<file path="config.mk">
export PLATFORM = sky130hd
export DESIGN_NAME = serial_adder
export DESIGN_NICKNAME = d
export VERILOG_FILES = /design/src/rtl/serial_adder.sv
export SDC_FILE = /design/constraint.sdc
export NUM_CORES = 1
export LEC_CHECK = 0
export ABC_AREA = 1
export BUFFER_PORTS_ARGS = -buffer_cell sky130_fd_sc_hd__buf_4
export CAP_MARGIN = 20
export CORE_UTILIZATION = 30
export CTS_CLUSTER_DIAMETER = 150
export DETAILED_ROUTE_END_ITERATION = 10
export PLACE_DENSITY = 0.51
export SLEW_MARGIN = 20
export SYNTH_ARGS = -nofsm -noshare
export SYNTH_HDL_FRONTEND = slang
export SYNTH_SLANG_ARGS = --single-unit
</file>
<file path="constraint.sdc">
create_clock -name clk -period 1.5 [get_ports clk]
set_input_delay 0.225 -clock clk [delete_from_list [all_inputs] [get_ports clk]]
set_output_delay 0.225 -clock clk [all_outputs]
set_load 0.005 [all_outputs]
</file>
<file path="src/rtl/serial_adder.sv">
// serial_adder: multi-cycle adder/subtractor. CHUNK bits of each operand are
// summed per clock through a CHUNK-slice full-adder ripple, with the carry held
// in a register between steps. Operands are captured on start; the result is
// published after WIDTH/CHUNK steps together with carry-out and overflow.
module serial_adder #(
   parameter int WIDTH = 8,
   parameter int CHUNK = 1
) (
   input  logic             clk,
   input  logic             rst_n,
   input  logic             start,
   input  logic             sub,
   input  logic [WIDTH-1:0] a,
   input  logic [WIDTH-1:0] b,
   input  logic             cin,
   output logic             busy,
   output logic             done,
   output logic [WIDTH-1:0] sum,
   output logic             cout,
   output logic             ovf
);

   localparam int N  = WIDTH / CHUNK;
   localparam int CW = $clog2(N + 1);

   // Refuse to elaborate with a chunk size that does not tile the operand.
   generate
      if (WIDTH < 2 || CHUNK < 1 || CHUNK > WIDTH || (WIDTH % CHUNK) != 0) begin : g_bad_params
         $error("serial_adder: CHUNK must divide WIDTH and WIDTH must be at least 2");
      end
   endgenerate

   typedef enum logic [1:0] {
      IDLE = 2'd0,
      RUN  = 2'd1,
      DONE = 2'd2
   } state_t;

   state_t           state_q;
   logic [CW-1:0]    step_q;
   logic [WIDTH-1:0] a_q;
   logic [WIDTH-1:0] b_q;
   logic [WIDTH-1:0] res_q;
   logic             carry_q;
   logic [WIDTH-1:0] sum_q;
   logic             cout_q;
   logic             ovf_q;

   // Ripple carries: rc[0] is the carry register, rc[CHUNK] leaves the chunk.
   logic [CHUNK:0]   rc;
   logic [CHUNK-1:0] slice_sum;
   logic [WIDTH-1:0] res_d;
   logic [WIDTH-1:0] a_d;
   logic [WIDTH-1:0] b_d;
   logic [CW-1:0]    step_d;
   logic             last_step;
   logic             c_msb_in;
   logic             c_msb_out;

   assign rc[0] = carry_q;

   // One full-adder slice per bit of the chunk, chained through rc.
   generate
      for (genvar gi = 0; gi < CHUNK; gi++) begin : g_fa
         assign slice_sum[gi] = a_q[gi] ^ b_q[gi] ^ rc[gi];
         assign rc[gi+1]      = (a_q[gi] & b_q[gi]) | (rc[gi] & (a_q[gi] ^ b_q[gi]));
      end
   endgenerate

   // The carry into the top bit of the last chunk is the ripple tap just below
   // the chunk MSB; for a one-bit chunk that tap is the carry register itself.
   assign c_msb_in  = rc[CHUNK-1];
   assign c_msb_out = rc[CHUNK];

   // Next-step datapath: operands shift out low-first, sum bits enter at the top.
   always_comb begin
      a_d       = a_q >> CHUNK;
      b_d       = b_q >> CHUNK;
      res_d     = (res_q >> CHUNK) | (WIDTH'(slice_sum) << (WIDTH - CHUNK));
      step_d    = step_q + 1'b1;
      last_step = (step_q == CW'(N - 1));
   end

   // Control FSM plus all datapath and result registers.
   always_ff @(posedge clk or negedge rst_n) begin
      if (!rst_n) begin
         state_q <= IDLE;
         step_q  <= '0;
         a_q     <= '0;
         b_q     <= '0;
         res_q   <= '0;
         carry_q <= 1'b0;
         sum_q   <= '0;
         cout_q  <= 1'b0;
         ovf_q   <= 1'b0;
      end else begin
         case (state_q)
            IDLE, DONE: begin
               if (start) begin
                  // Subtraction is a + ~b + 1: invert B and force the carry in.
                  state_q <= RUN;
                  step_q  <= '0;
                  a_q     <= a;
                  b_q     <= sub ? ~b : b;
                  carry_q <= sub ? 1'b1 : cin;
                  res_q   <= '0;
               end else begin
                  state_q <= IDLE;
               end
            end
            RUN: begin
               a_q     <= a_d;
               b_q     <= b_d;
               res_q   <= res_d;
               carry_q <= c_msb_out;
               step_q  <= step_d;
               if (last_step) begin
                  state_q <= DONE;
                  sum_q   <= res_d;
                  cout_q  <= c_msb_out;
                  ovf_q   <= c_msb_in ^ c_msb_out;
               end
            end
            default: begin
               state_q <= IDLE;
            end
         endcase
      end
   end

   assign busy = (state_q == RUN);
   assign done = (state_q == DONE);
   assign sum  = sum_q;
   assign cout = cout_q;
   assign ovf  = ovf_q;

endmodule

</file>
Word-level counts from Yosys, hierarchy flattened
Cells that the tools add are included.
Word-level totals
  logic and storage cells: 43
  bits of input ports: 21
  register bits after elaboration: 41
Cells by class
  equality and inequality tests: 5
  reductions and logical operators: 5
  mux-type cells: 15
  bitwise operators: 8
  add/sub/neg operators: 1
Operators with widths (count)
  $pmux 8 s2: 3
  $mux 8: 4
  $not 8->8: 1
  $or 7x8->8: 1
  $pmux 4 s2: 1
  $add 4x1->4 const B: 1
  $eq 4x3->1 const B: 1
  $mux 4: 1
  $pmux 2 s2: 1
  $reduce_and 2->1: 2
  $mux 1: 3
  $xor 1x1->1: 3
  $and 1x1->1: 2
  $eq 2x1->1 const B: 1
  $eq 2x2->1 const B: 1
  $logic_not 2->1: 1
  $mux 2: 1
  $ne 2x1->1 const B: 1
  $ne 2x2->1 const B: 1
  $pmux 1 s2: 1
  $reduce_bool 2->1: 1
  $reduce_or 2->1: 1
  $or 1x1->1: 1

Logic depth before layout (Yosys ltp)
  depth after elaboration: 4
  mapped depth: 7
  depth with buffers taken out: 6

Worst setup path after synthesis
Ideal clock, no wire load.
  kind: reg-to-reg
  start point: register a_q[0]
  end point: register ovf_q (netlist: ovf)
  required time: 1.384 ns
  period minus slack after synthesis: 1.221 ns
  cell stages (with the launch flop): 5
  path slack: 0.279 ns
  arrival time: 1.105 ns
  cells stage by stage: dfrtp_1 fa_1 xor2_1 nand2_1 nand2_1
On the way
  cells in the longest elaborated chain, start to end: 4
Ends and longest elaborated chain
  start: declaration: line 41  | logic [WIDTH-1:0] a_q;
  start signal: assignment: line 89  | a_q <= '0;
  start signal: assignment: line 103  | a_q <= a;
  start signal: assignment: line 112  | a_q <= a_d;
  $xor 1x1->1: line 66  | assign rc[gi+1] = (a_q[gi] & b_q[gi]) | (rc[gi] & (a_q[gi] ^ b_q[gi]));
  $and 1x1->1: line 66
  $or 1x1->1 *: line 66
  via c_msb_out: line 58  | logic c_msb_out;
  $xor 1x1->1 *: line 121  | ovf_q <= c_msb_in ^ c_msb_out;
  end signal: assignment: line 121
  end: declaration: line 47  | logic ovf_q;
Mark *: on every way through the listed nets, which the timed path passes. The rest lies on a longest branch.
A chain may end at the register's enable or synchronous reset.

Worst setup path in the final report
  start point: register state_q[1]
  end point: output port busy
On the way
  cells in the longest elaborated chain, start to end: 1
Ends and longest elaborated chain
  start: declaration: line 39  | state_t state_q;
  start signal: assignment: line 87  | state_q <= IDLE;
  start signal: assignment: line 101  | state_q <= RUN;
  start signal: assignment: line 108  | state_q <= IDLE;
  $eq 2x1->1: line 131  | assign busy = (state_q == RUN);
  end: declaration: line 16  | output logic busy,
Every way passes these cells.

==> run summary <==
- 4.38 — via/cell ratio
- 0 — share of cell area taken by muxes after synthesis
- 2 — buffer levels on the longest clock path
- 0 — number of flops mapped to enable cells by yosys
- 0.726 GHz — top achievable clock speed
- 0 — Yosys warning total
- 11.3 um — WL/cell
- 5 — drt pass-1 iters
- 0.00592 mm2 — core box area
- 343 — non-filler cells, final
- 0 ps — setup TNS after final layout
- 80.3 um — die span in y
- clkbuf_8 — buffer cell driving the clock tree root
- output port — kind of end point of the critical path
- 1391 — number of global-route vias before repair
- 0.181 — met1 GRT Util
- 0.616 mV — Max VDD drop
- 26.8% — Syn-to-layout area delta
- 40 — FF+latch count, synth
- dfrtp_1 — Synth Flop Type
- dfrtp_1 54%, nand2_1 21%, nand3_1 6.5%, inv_1 3.3%, nor2_1 2.7% — main area contributors after synthesis
- 0.0177 — Synth Area in Adders
- 33 — count of pins on the block boundary
- 0.00217 mm2 — placed instance area
- 6600 um — first-pass GRT wire length
- 290 ps — Clk Latency, worst-skew pair
- 1501 — total vias in the final route
- 20 — number of distinct standard cells referenced by the synthesized netlist
- 0.00233 mm2 — cell area after layout
- 101 x nand2_1, 40 x dfrtp_1, 24 x nand3_1 — synth cell count leaders
- 0.0313 — fraction of the mapped netlist area in compound gates
- 2030 mW/mm2 — Pwr Density
- 0.00184 mm2 — Post-Synthesis Cell Area
- 0.545 — top cell type's share of synthesized area
- no — unrepaired setup endpoints after global routing
- reg -> out — critical setup path kind
- 80.3 um — die extent in x
- 0 — Post-DRT Antenna Nets
- 334 — total instance count after detailed placement
- 5 — CTS buffer count
- state_q[0]$_DFFE_PN0P_ — launching point of the worst reg2reg path
- 0.545 — Seq/Total Area, Yosys
- 0 — gr ovfl total
- 0.00644 mm2 — Die Footprint
- 1150 ps — arrival time of the worst setup path
- 251 — Post-Synthesis Net Count
- 3880 um — final wirelength
- 0 — remaining design rule violation count
- 228 — synthesized instance count
- complete, no violations — result of the run
- 0.00477 — Synth Area in XOR/XNOR
- simple AND/OR/NAND/NOR gates — dominant combinational cell family by area after synthesis
- 90 — violation count after the first detailed-routing iteration
- 41 — maximum number of pins on one net before global-route repair
- 1380 ps — Min Clock Period, post-route
- 40 — clock sink count
- 8 — largest fanout on the critical path
- 1.24 nW — Lkg Pwr
- 0.310 — initial core utilization
- 28 — num rows
- 2550 um — post-DP HPWL
- nand2_1 — leading cell type by number of instances after synthesis
- 0 — max-cap viol count
- met2 — layer carrying the most global-route usage
- 0 — antenna fix cells
- dfrtp_1 — top cell type by total area after synthesis
- 0.0341 — grt met3 use
- 1.00 — asr flop ratio synth
- flip-flop — category of the worst setup path launch point
- 0.393 — final standard cell utilization of the core
- 291 — post-layout net count
- 32 — Port-buffer cells
- state_q[1]$_DFFE_PN0P_ — timing startpoint of the critical path
- 0 — final hold violation count
- 1270 ps — WP data required
- 8.85 ps — Fin Clk Skew
- 0.918 — ratio of final minimum period to clock period
- in -> reg — worst hold path class
- 0 — total setup violations reported at the end of the flow
- 0.690 — GPL Wtd Cong
- 0 — final-report max-slew violation count
- 0.140 — total track usage
- 0.228 — share of final-layout standard cells stronger than drive strength 1
- done — clock tree from TritonCTS
- 0.657 — max_slew headroom
- 8.06 um2 — mean post-synth cell area
- 0.216 — global-route met2 utilization
- a[7] — Worst Min Path Start
- 0 — antenna violations before repair
- 0.335 — Post-Synth Simple-Gate Area
- 80 ps — CTS clock-pin slew for the worst setup and hold paths
- 2 — deepest level of the CTS H-tree
- 514 ps — actual transition at the worst max-transition pin
metal layers:
metal / share of wire / vias up
li1: - / 781
met1: 0.49 / 682
met2: 0.45 / 32
met3: 0.034 / 6
met4: 0.022 / 0
met5: 0 / -
kinds of logic after synthesis:
| logic type | Yosys count |
|---|---|
| AO/OA/AOI/OAI | 10 |
| XOR/XNOR | 1 |
| adder cells (fa/ha/maj) | 2 |
| buffers and inverters | 27 |
| flip-flops | 40 |
| AND/OR/NAND/NOR | 148 |
final timing paths:
kind | endpoint | slack [ps] | depth (start not counted)
max | busy | 120 | 3
max reg2reg | a_q[3]$_DFFE_PN0P_ | 190 | 7
max in group asynchronous | a_q[1]$_DFFE_PN0P_ | 690 | 2
min | a_q[7]$_DFFE_PN0P_ | 130 | 3
min in group asynchronous | res_q[3]$_DFFE_PN0P_ | 450 | 2
min reg2reg | sum[0]$_DFFE_PN0P_ | 470 | 2
worst max-delay path, stage by stage, from the launching register on:
cell and delay [ps]:
dfrtp_1 420, nor2_4 150, buf_4 180, buf_4 120
sequential cells by signal, indices dropped and copies added, names as in the netlist:
signal,count
ovf,1
c_msb_in,1
sum,8
res_q,7
step_q,4
b_q,8
cout,1
a_q,8
state_q,2
power by group:
part / switching [W] / internal [W]
registers: 0.000285 / 0.00157
clock network: 0.000369 / 0.000655
logic: 0.00103 / 0.000826
total: 0.00169 / 0.00305
layout make-up:
class                   count  area, um2
inverters                  19       71.3
multi-input cells         161        724
clock buffers               5       68.8
flip-flops and latches     40       1000
fillers                   621       3590
clock inverters             2       60.1
repair buffers             41        310
well taps                  75       93.8
through the flow:
stage / total power (W) / setup WS (ps) / hold WS [ps]
floorplan: 0.00306 / 279 / -70.6
global placement: 0.00371 / 41.8 / 245
detailed placement: 0.00372 / 38.6 / 245
CTS: 0.00477 / 62.9 / 116
global route: 0.00520 / 28.6 / 161
finish: 0.00474 / 122 / 127
placed cells by master, fill, tap and decap left out, drive strengths merged:
cell and n:
dfrtp 40, buf 40, nand4 1, o21ai 3, a21oi 1, dlygate4sd3 1
clkbuf 5, or2 5, nand3 24, ha 1, nand2 104, nor2 14
fa 1, bufinv 2, inv 19, o22ai 6, xor2 1
repair_timing:
item / CTS / global route
setup buffers: 0 / 1
endpoints found under the setup margin: 7 / 3
hold buffers: 1 / 0
gates cloned: 0 / 0
resized for setup: 1 / 2
endpoints found under the hold margin: 40 / 0
(Power assumes the default switching activity.)
